File: config.mk
export PLATFORM = sky130hd
export DESIGN_NAME = pipe_seq_flat
export DESIGN_NICKNAME = d
export VERILOG_FILES = /design/src/rtl/pipe_seq_if.sv /design/src/rtl/pipe_seq.sv /design/src/flat_wrapper.sv
export SDC_FILE = /design/constraint.sdc
export NUM_CORES = 1
export LEC_CHECK = 0
export ABC_AREA = 1
export ABC_CLOCK_PERIOD_IN_PS = 3800
export CORE_MARGIN = 5
export CORE_UTILIZATION = 30
export DETAILED_ROUTE_END_ITERATION = 8
export HOLD_SLACK_MARGIN = 0.02
export PLACE_DENSITY = 0.66
export SLEW_MARGIN = 25
export SYNTH_ARGS = -nofsm -noshare
export SYNTH_HDL_FRONTEND = slang
export SYNTH_SLANG_ARGS = --single-unit
File: constraint.sdc
create_clock -name clk -period 3.8 [get_ports clk]
set_clock_uncertainty 0.15 [all_clocks]
set_input_delay 0.76 -clock clk [delete_from_list [all_inputs] [get_ports clk]]
set_output_delay 0.76 -clock clk [all_outputs]
set_load 0.02 [all_outputs]
File: src/rtl/pipe_seq_if.sv
// Sequencer <-> core bundle: stage-2 decode results and dmem ack in, PC/IR strobes/status out.
interface pipe_seq_if;
  logic        run;
  logic        pc_load_s2;
  logic [15:0] pc_target_s2;
  logic        hlt_s2;
  logic        mem_op_s2;
  logic        dmem_ack;
  logic [15:0] pc;
  logic        ir1_we;
  logic        ir2_we;
  logic        ir1_flush;
  logic        ir2_flush;
  logic        dmem_req;
  logic        halted;
  logic        fault;
  logic [2:0]  state;

  modport master (
    input  run, pc_load_s2, pc_target_s2, hlt_s2, mem_op_s2, dmem_ack,
    output pc, ir1_we, ir2_we, ir1_flush, ir2_flush, dmem_req, halted, fault, state
  );

  modport slave (
    output run, pc_load_s2, pc_target_s2, hlt_s2, mem_op_s2, dmem_ack,
    input  pc, ir1_we, ir2_we, ir1_flush, ir2_flush, dmem_req, halted, fault, state
  );
endinterface

File: src/rtl/pipe_seq.sv
// Pipeline sequencer for the 16-bit two-stage core: PC, IR strobes, dmem stall/timeout.
module pipe_seq #(
  parameter logic [15:0] RESET_PC = 16'h0000,
  parameter int unsigned TIMEOUT  = 15
) (
  input  logic       clk,
  input  logic       rst,
  pipe_seq_if.master bus
);

  localparam logic [2:0] IDLE    = 3'd0;
  localparam logic [2:0] RUN     = 3'd1;
  localparam logic [2:0] MEMWAIT = 3'd2;
  localparam logic [2:0] HALT    = 3'd3;
  localparam logic [2:0] FAULT   = 3'd4;

  localparam logic [7:0] TIMEOUT_C = 8'(TIMEOUT);

  logic [2:0]  state_q, state_d;
  logic [15:0] pc_q, pc_d;
  logic [7:0]  cnt_q, cnt_d;
  logic        halted_q, halted_d;
  logic        fault_q, fault_d;
  logic        advance;

  always_comb begin
    state_d       = state_q;
    pc_d          = pc_q;
    cnt_d         = cnt_q;
    halted_d      = halted_q;
    fault_d       = fault_q;
    advance       = 1'b0;
    bus.ir1_we    = 1'b0;
    bus.ir2_we    = 1'b0;
    bus.ir1_flush = 1'b0;
    bus.ir2_flush = 1'b0;
    bus.dmem_req  = 1'b0;

    case (state_q)
      IDLE: begin
        if (bus.run) state_d = RUN;
      end
      RUN: begin
        if (bus.hlt_s2) begin
          bus.ir1_flush = 1'b1;
          bus.ir2_flush = 1'b1;
          halted_d      = 1'b1;
          state_d       = HALT;
        end else if (bus.mem_op_s2 && !bus.dmem_ack) begin
          bus.dmem_req = 1'b1;
          cnt_d        = 8'd1;
          state_d      = MEMWAIT;
        end else begin
          bus.dmem_req = bus.mem_op_s2;
          advance      = 1'b1;
        end
      end
      MEMWAIT: begin
        bus.dmem_req = 1'b1;
        // An ack in the timeout cycle still completes the access.
        if (bus.dmem_ack) begin
          advance = 1'b1;
          cnt_d   = '0;
          state_d = RUN;
        end else if (cnt_q == TIMEOUT_C) begin
          fault_d  = 1'b1;
          halted_d = 1'b1;
          state_d  = FAULT;
        end else begin
          cnt_d = 8'(cnt_q + 8'd1);
        end
      end
      HALT, FAULT: ;
      default: state_d = IDLE;
    endcase

    // Shared advance/redirect action for RUN and the MEMWAIT ack cycle.
    if (advance) begin
      bus.ir1_we = 1'b1;
      bus.ir2_we = 1'b1;
      if (bus.pc_load_s2) begin
        pc_d          = bus.pc_target_s2;
        bus.ir1_flush = 1'b1;
        bus.ir2_flush = 1'b1;
      end else begin
        pc_d = 16'(pc_q + 16'd1);
      end
    end
  end

  always_ff @(posedge clk) begin
    if (rst) begin
      state_q  <= IDLE;
      pc_q     <= RESET_PC;
      cnt_q    <= '0;
      halted_q <= 1'b0;
      fault_q  <= 1'b0;
    end else begin
      state_q  <= state_d;
      pc_q     <= pc_d;
      cnt_q    <= cnt_d;
      halted_q <= halted_d;
      fault_q  <= fault_d;
    end
  end

  assign bus.pc     = pc_q;
  assign bus.state  = state_q;
  assign bus.halted = halted_q;
  assign bus.fault  = fault_q;

endmodule
File: src/flat_wrapper.sv
// flat-port wrapper written by rule: the top's interface ports become plain ports
module pipe_seq_flat 
#(
  parameter logic [15:0] RESET_PC = 16'h0000,
  parameter int unsigned TIMEOUT  = 15
)
  (clk, rst, bus_run, bus_pc_load_s2, bus_pc_target_s2, bus_hlt_s2, bus_mem_op_s2, bus_dmem_ack, bus_pc, bus_ir1_we, bus_ir2_we, bus_ir1_flush, bus_ir2_flush, bus_dmem_req, bus_halted, bus_fault, bus_state);
  pipe_seq_if bus_i ();
  input  logic clk;
  input  logic rst;
  input wire logic [$bits(bus_i.run)-1:0] bus_run;
  input wire logic [$bits(bus_i.pc_load_s2)-1:0] bus_pc_load_s2;
  input wire logic [$bits(bus_i.pc_target_s2)-1:0] bus_pc_target_s2;
  input wire logic [$bits(bus_i.hlt_s2)-1:0] bus_hlt_s2;
  input wire logic [$bits(bus_i.mem_op_s2)-1:0] bus_mem_op_s2;
  input wire logic [$bits(bus_i.dmem_ack)-1:0] bus_dmem_ack;
  output wire logic [$bits(bus_i.pc)-1:0] bus_pc;
  output wire logic [$bits(bus_i.ir1_we)-1:0] bus_ir1_we;
  output wire logic [$bits(bus_i.ir2_we)-1:0] bus_ir2_we;
  output wire logic [$bits(bus_i.ir1_flush)-1:0] bus_ir1_flush;
  output wire logic [$bits(bus_i.ir2_flush)-1:0] bus_ir2_flush;
  output wire logic [$bits(bus_i.dmem_req)-1:0] bus_dmem_req;
  output wire logic [$bits(bus_i.halted)-1:0] bus_halted;
  output wire logic [$bits(bus_i.fault)-1:0] bus_fault;
  output wire logic [$bits(bus_i.state)-1:0] bus_state;
  assign bus_i.run = bus_run;
  assign bus_i.pc_load_s2 = bus_pc_load_s2;
  assign bus_i.pc_target_s2 = bus_pc_target_s2;
  assign bus_i.hlt_s2 = bus_hlt_s2;
  assign bus_i.mem_op_s2 = bus_mem_op_s2;
  assign bus_i.dmem_ack = bus_dmem_ack;
  assign bus_pc = bus_i.pc;
  assign bus_ir1_we = bus_i.ir1_we;
  assign bus_ir2_we = bus_i.ir2_we;
  assign bus_ir1_flush = bus_i.ir1_flush;
  assign bus_ir2_flush = bus_i.ir2_flush;
  assign bus_dmem_req = bus_i.dmem_req;
  assign bus_halted = bus_i.halted;
  assign bus_fault = bus_i.fault;
  assign bus_state = bus_i.state;
  pipe_seq #(.RESET_PC(RESET_PC), .TIMEOUT(TIMEOUT)) u_core (.clk(clk), .rst(rst), .bus(bus_i));
endmodule
==> results.py <==
metrics = {
    "outcome": {
        "outcome": "finished, final reports clean",
    },
    "final_layout": {
        "area_growth_syn_to_layout_pct": 32.91,
        "num-nets-final": 376,
        "multi_input_area_sq_um": 1150,
        "drive_gt1_frac": 0.06838,
        "utilization": 0.4159,
        "area.sequential_sq_um": 580.6,
        "fillers": 650,
        "antenna_cells": 0,
    },
    "synthesis": {
        "synth_seq_area_share": 0.3079,
        "synth.distinct_cells": 29,
        "ys_warn_count": 0,
        "syn_area_sq_um": 1886,
        "yosys-top-cells-count": "nand2_1 (85), nor2_1 (45), a21oi_1 (32), nand3_1 (32), dfxtp_1 (29)",
        "synth_top_flop_cell": "dfxtp_1",
        "post-synth-top-area-cell": "dfxtp_1",
        "netlist_instances": 303,
        "synthArstFlopShare": 0,
        "post-synth-top-count-cell": "nand2_1",
        "yosys-top-cells-area": "dfxtp_1 (31%), nand2_1 (17%), nor2_1 (9.0%)",
        "syn-num-nets": 328,
        "synth_edf_count": 0,
        "yosys.area.top_type_share": 0.3079,
        "syn_avg_cell_area_sq_um": 6.223,
        "ys_seq_elements": 29,
    },
    "power": {
        "pwr-share-clk": 0.255,
        "swShare": 0.3728,
        "pwr-share-seq": 0.369,
        "p_int_w": 0.0006554,
        "ir_worst_vdd_v": 0.0001935,
        "combPwrFrac": 0.376,
        "p_sw_w": 0.0003896,
        "p_per_area_nw_per_um2": 417.0,
        "p_leak_nw": 0.9676,
        "total_power_w": 0.001045,
    },
    "critical_path": {
        "r2r_slack_ps": 1950,
        "cp_slowest_cell": "clkdlybuf4s50_1",
        "crit_buf_inv": 3,
        "critPathRequiredTime_ps": 2890,
        "rr_worst_depth": 8,
        "worstReg2RegEnd": "u_core.bus.pc[6]$_SDFFE_PP0P_",
        "critical_path_arrival_ps": 2630,
        "cpMostUsedCell": "nand2_1",
        "crit_family": "buffers and inverters",
        "path_class": "primary input to primary output",
        "regToRegStartpoint": "u_core.bus.state[1]$_SDFFE_PP0P_",
        "setup.worst_path.end_class": "primary output",
        "cp-start-kind": "primary input",
        "slowest_delay_ps": 610,
        "path_max_fanout": 4,
        "path_cells": "clkdlybuf4s50_1 > inv_2 > nand2_1 > nand3_2 > nand2_2 > nand2_1 > nand2_1 > clkdlybuf4s50_1",
    },
    "flow_run": {
        "cap_violations": 0,
    },
    "route": {
        "drtIter0Drc": 113,
        "detail_route.wl_per_cell_um": 12.55,
        "wirelength_um": 5347,
        "drc": 0,
        "vias": 2083,
        "detail-route-antenna-nets": 0,
        "viasPerCell": 4.890,
        "first_pass_iters": 4,
    },
    "floorplanning": {
        "design.die.area_sq_um": 7971,
        "die_h_um": 89.28,
        "initial_core_util": 0.3129,
        "fp.coreArea_sq_um": 6026,
        "rows": 28,
        "dieWidth_um": 89.28,
        "io_pins": 49,
    },
    "global_routing": {
        "first_global_vias": 2056,
        "overflow": 0,
        "grt_max_degree": 20,
        "grt_util_all_layers": 0.1512,
        "grt_pass1_wl_um": 9453,
        "antenna_found_initial": 0,
    },
    "sta": {
        "fin_setup_tns_ps": 0,
        "max_freq_mhz": 282.7,
        "slew_headroom": 0.6871,
        "rsz0062_at_grt": "no",
        "min_period_ps": 3538,
        "final_hold_viol_count": 0,
        "final-setup-viol-count": 0,
        "drv_slew": 0,
        "worst_pin_slew_ps": 466.5,
        "period_share": 0.9310,
    },
    "placed_design": {
        "place_hpwl_um": 3974,
        "gp_congestion": 0.8230,
        "port-buffer-count": 48,
    },
    "hold_path": {
        "min_from": "u_core.bus.halted$_SDFFE_PP0P_",
        "holdPathStages": 2,
        "hp-class": "flop to flop",
        "hold_end": "u_core.bus.halted$_SDFFE_PP0P_",
    },
    "clock_tree": {
        "ctsResizeCount": 0,
        "clock-sinks": 29,
        "cts-root-buf": "clkbuf_8",
        "clk_pin_slew_ps": 60,
        "cts_tree": "yes",
        "postCtsSetupRepairBufs": 0,
        "clk_latency_ps": 290,
        "htreeDepth": 2,
        "clockBufferDepth": 2,
        "numCtsBuffers": 5,
        "postCtsHoldBufs": 0,
    },
}
==> per-stage QoR <==
step / area, sq um / hold WS [ps] / worst slack (ps) / std cells
after floorplan: 1886 / 308.3 / 1215 / 303
after global placement: 2420 / 289.1 / 306.0 / 419
after detailed placement: 2420 / 306.4 / 257.3 / 419
after CTS: 2506 / 317.0 / 252.9 / 426
after global routing: 2506 / 333.4 / 126.8 / 426
final: 2506 / 306.0 / 262.1 / 426
==> power groups by stage <==
stage	combinational, W	clock [W]	sequential (W)
after global placement	0.000393	0	0.000390
after CTS	0.000398	0.000275	0.000386
after global routing	0.000438	0.000290	0.000393
final	0.000393	0.000266	0.000386
after detailed placement	0.000396	0	0.000392
after floorplan	0.000210	0	0.000423
==> worst max path at each step <==
stage,cells past startpoint,slack [ps],start,end
2_1_floorplan,8,1210,bus_dmem_ack,bus_ir2_flush
3_3_place_gp,8,310,bus_dmem_ack,bus_ir1_flush
3_5_place_dp,8,260,bus_dmem_ack,bus_ir2_flush
4_1_cts,8,250,bus_dmem_ack,bus_ir2_flush
5_1_grt,8,130,bus_dmem_ack,bus_ir1_flush
6_report,8,260,bus_dmem_ack,bus_ir2_flush
==> cell families (layout without fill, tap and decap cells) <==
group,count (synthesis),in the layout,share of synthesized area
and+or+nand+nor,185,185,0.4380
AOI/OAI and AO/OA,53,53,0.1539
buffers and inverters,33,81,0.08228
DFF,29,29,0.3079
adders and majority gates,2,2,0.01327
xor gates and xnor gates,1,1,0.004646
==> cells in the final DEF, fill, tap and decap left out <==
cell and instances:
nand2_1 85, clkdlybuf4s50_1 48, nor2_1 45, nand3_1 32
a21oi_1 32, dfxtp_1 29, inv_1 18, o21ai_0 11
nand4_1 10, clkbuf_8 6, or2_2 5, o21bai_1 5
buf_4 4, inv_2 2, nand3_2 2, o211a_1 2
o21ai_1 2, ha_1 2, nor3_4 1, nand3_4 1
inv_4 1, nand2_4 1, nand2_2 1, clkinv_1 1
a21o_1 1, nand3b_1 1, nor3_1 1, xnor2_1 1
clkbuf_1 1
==> registers in the layout, summed over array words and instances (netlist names) <==
name               flops
u_core.bus.pc         16
u_core.cnt_q           8
u_core.bus.state       3
u_core.bus.fault       1
u_core.bus.halted      1
==> worst min-delay path, delay by kind of cell (launching register included) <==
kind | cells | cell delay, ps
AOI/OAI and AO/OA | 1 | 50
DFF | 1 | 310
buffers and inverters | 1 | 50
==> per-layer routing <==
metal / vias up / GRT usage / wire length [um]
li1: 1092 / - / -
met1: 925 / 0.1873 / 2370
met2: 62 / 0.2545 / 2489
met3: 4 / 0.04977 / 458
met4: 0 / 0.03518 / 29
met5: - / 0 / 0
==> area by class of cell <==
| cell class | instances | area share |
|---|---|---|
| clock buffers | 7 | 0.03445 |
| well taps | 75 | 0.03744 |
| flip-flops and latches | 29 | 0.2317 |
| repair buffers | 52 | 0.2037 |
| multi-input cells | 241 | 0.4588 |
| inverters | 22 | 0.03395 |
No activity file was read; power rests on OpenSTA's default activity.
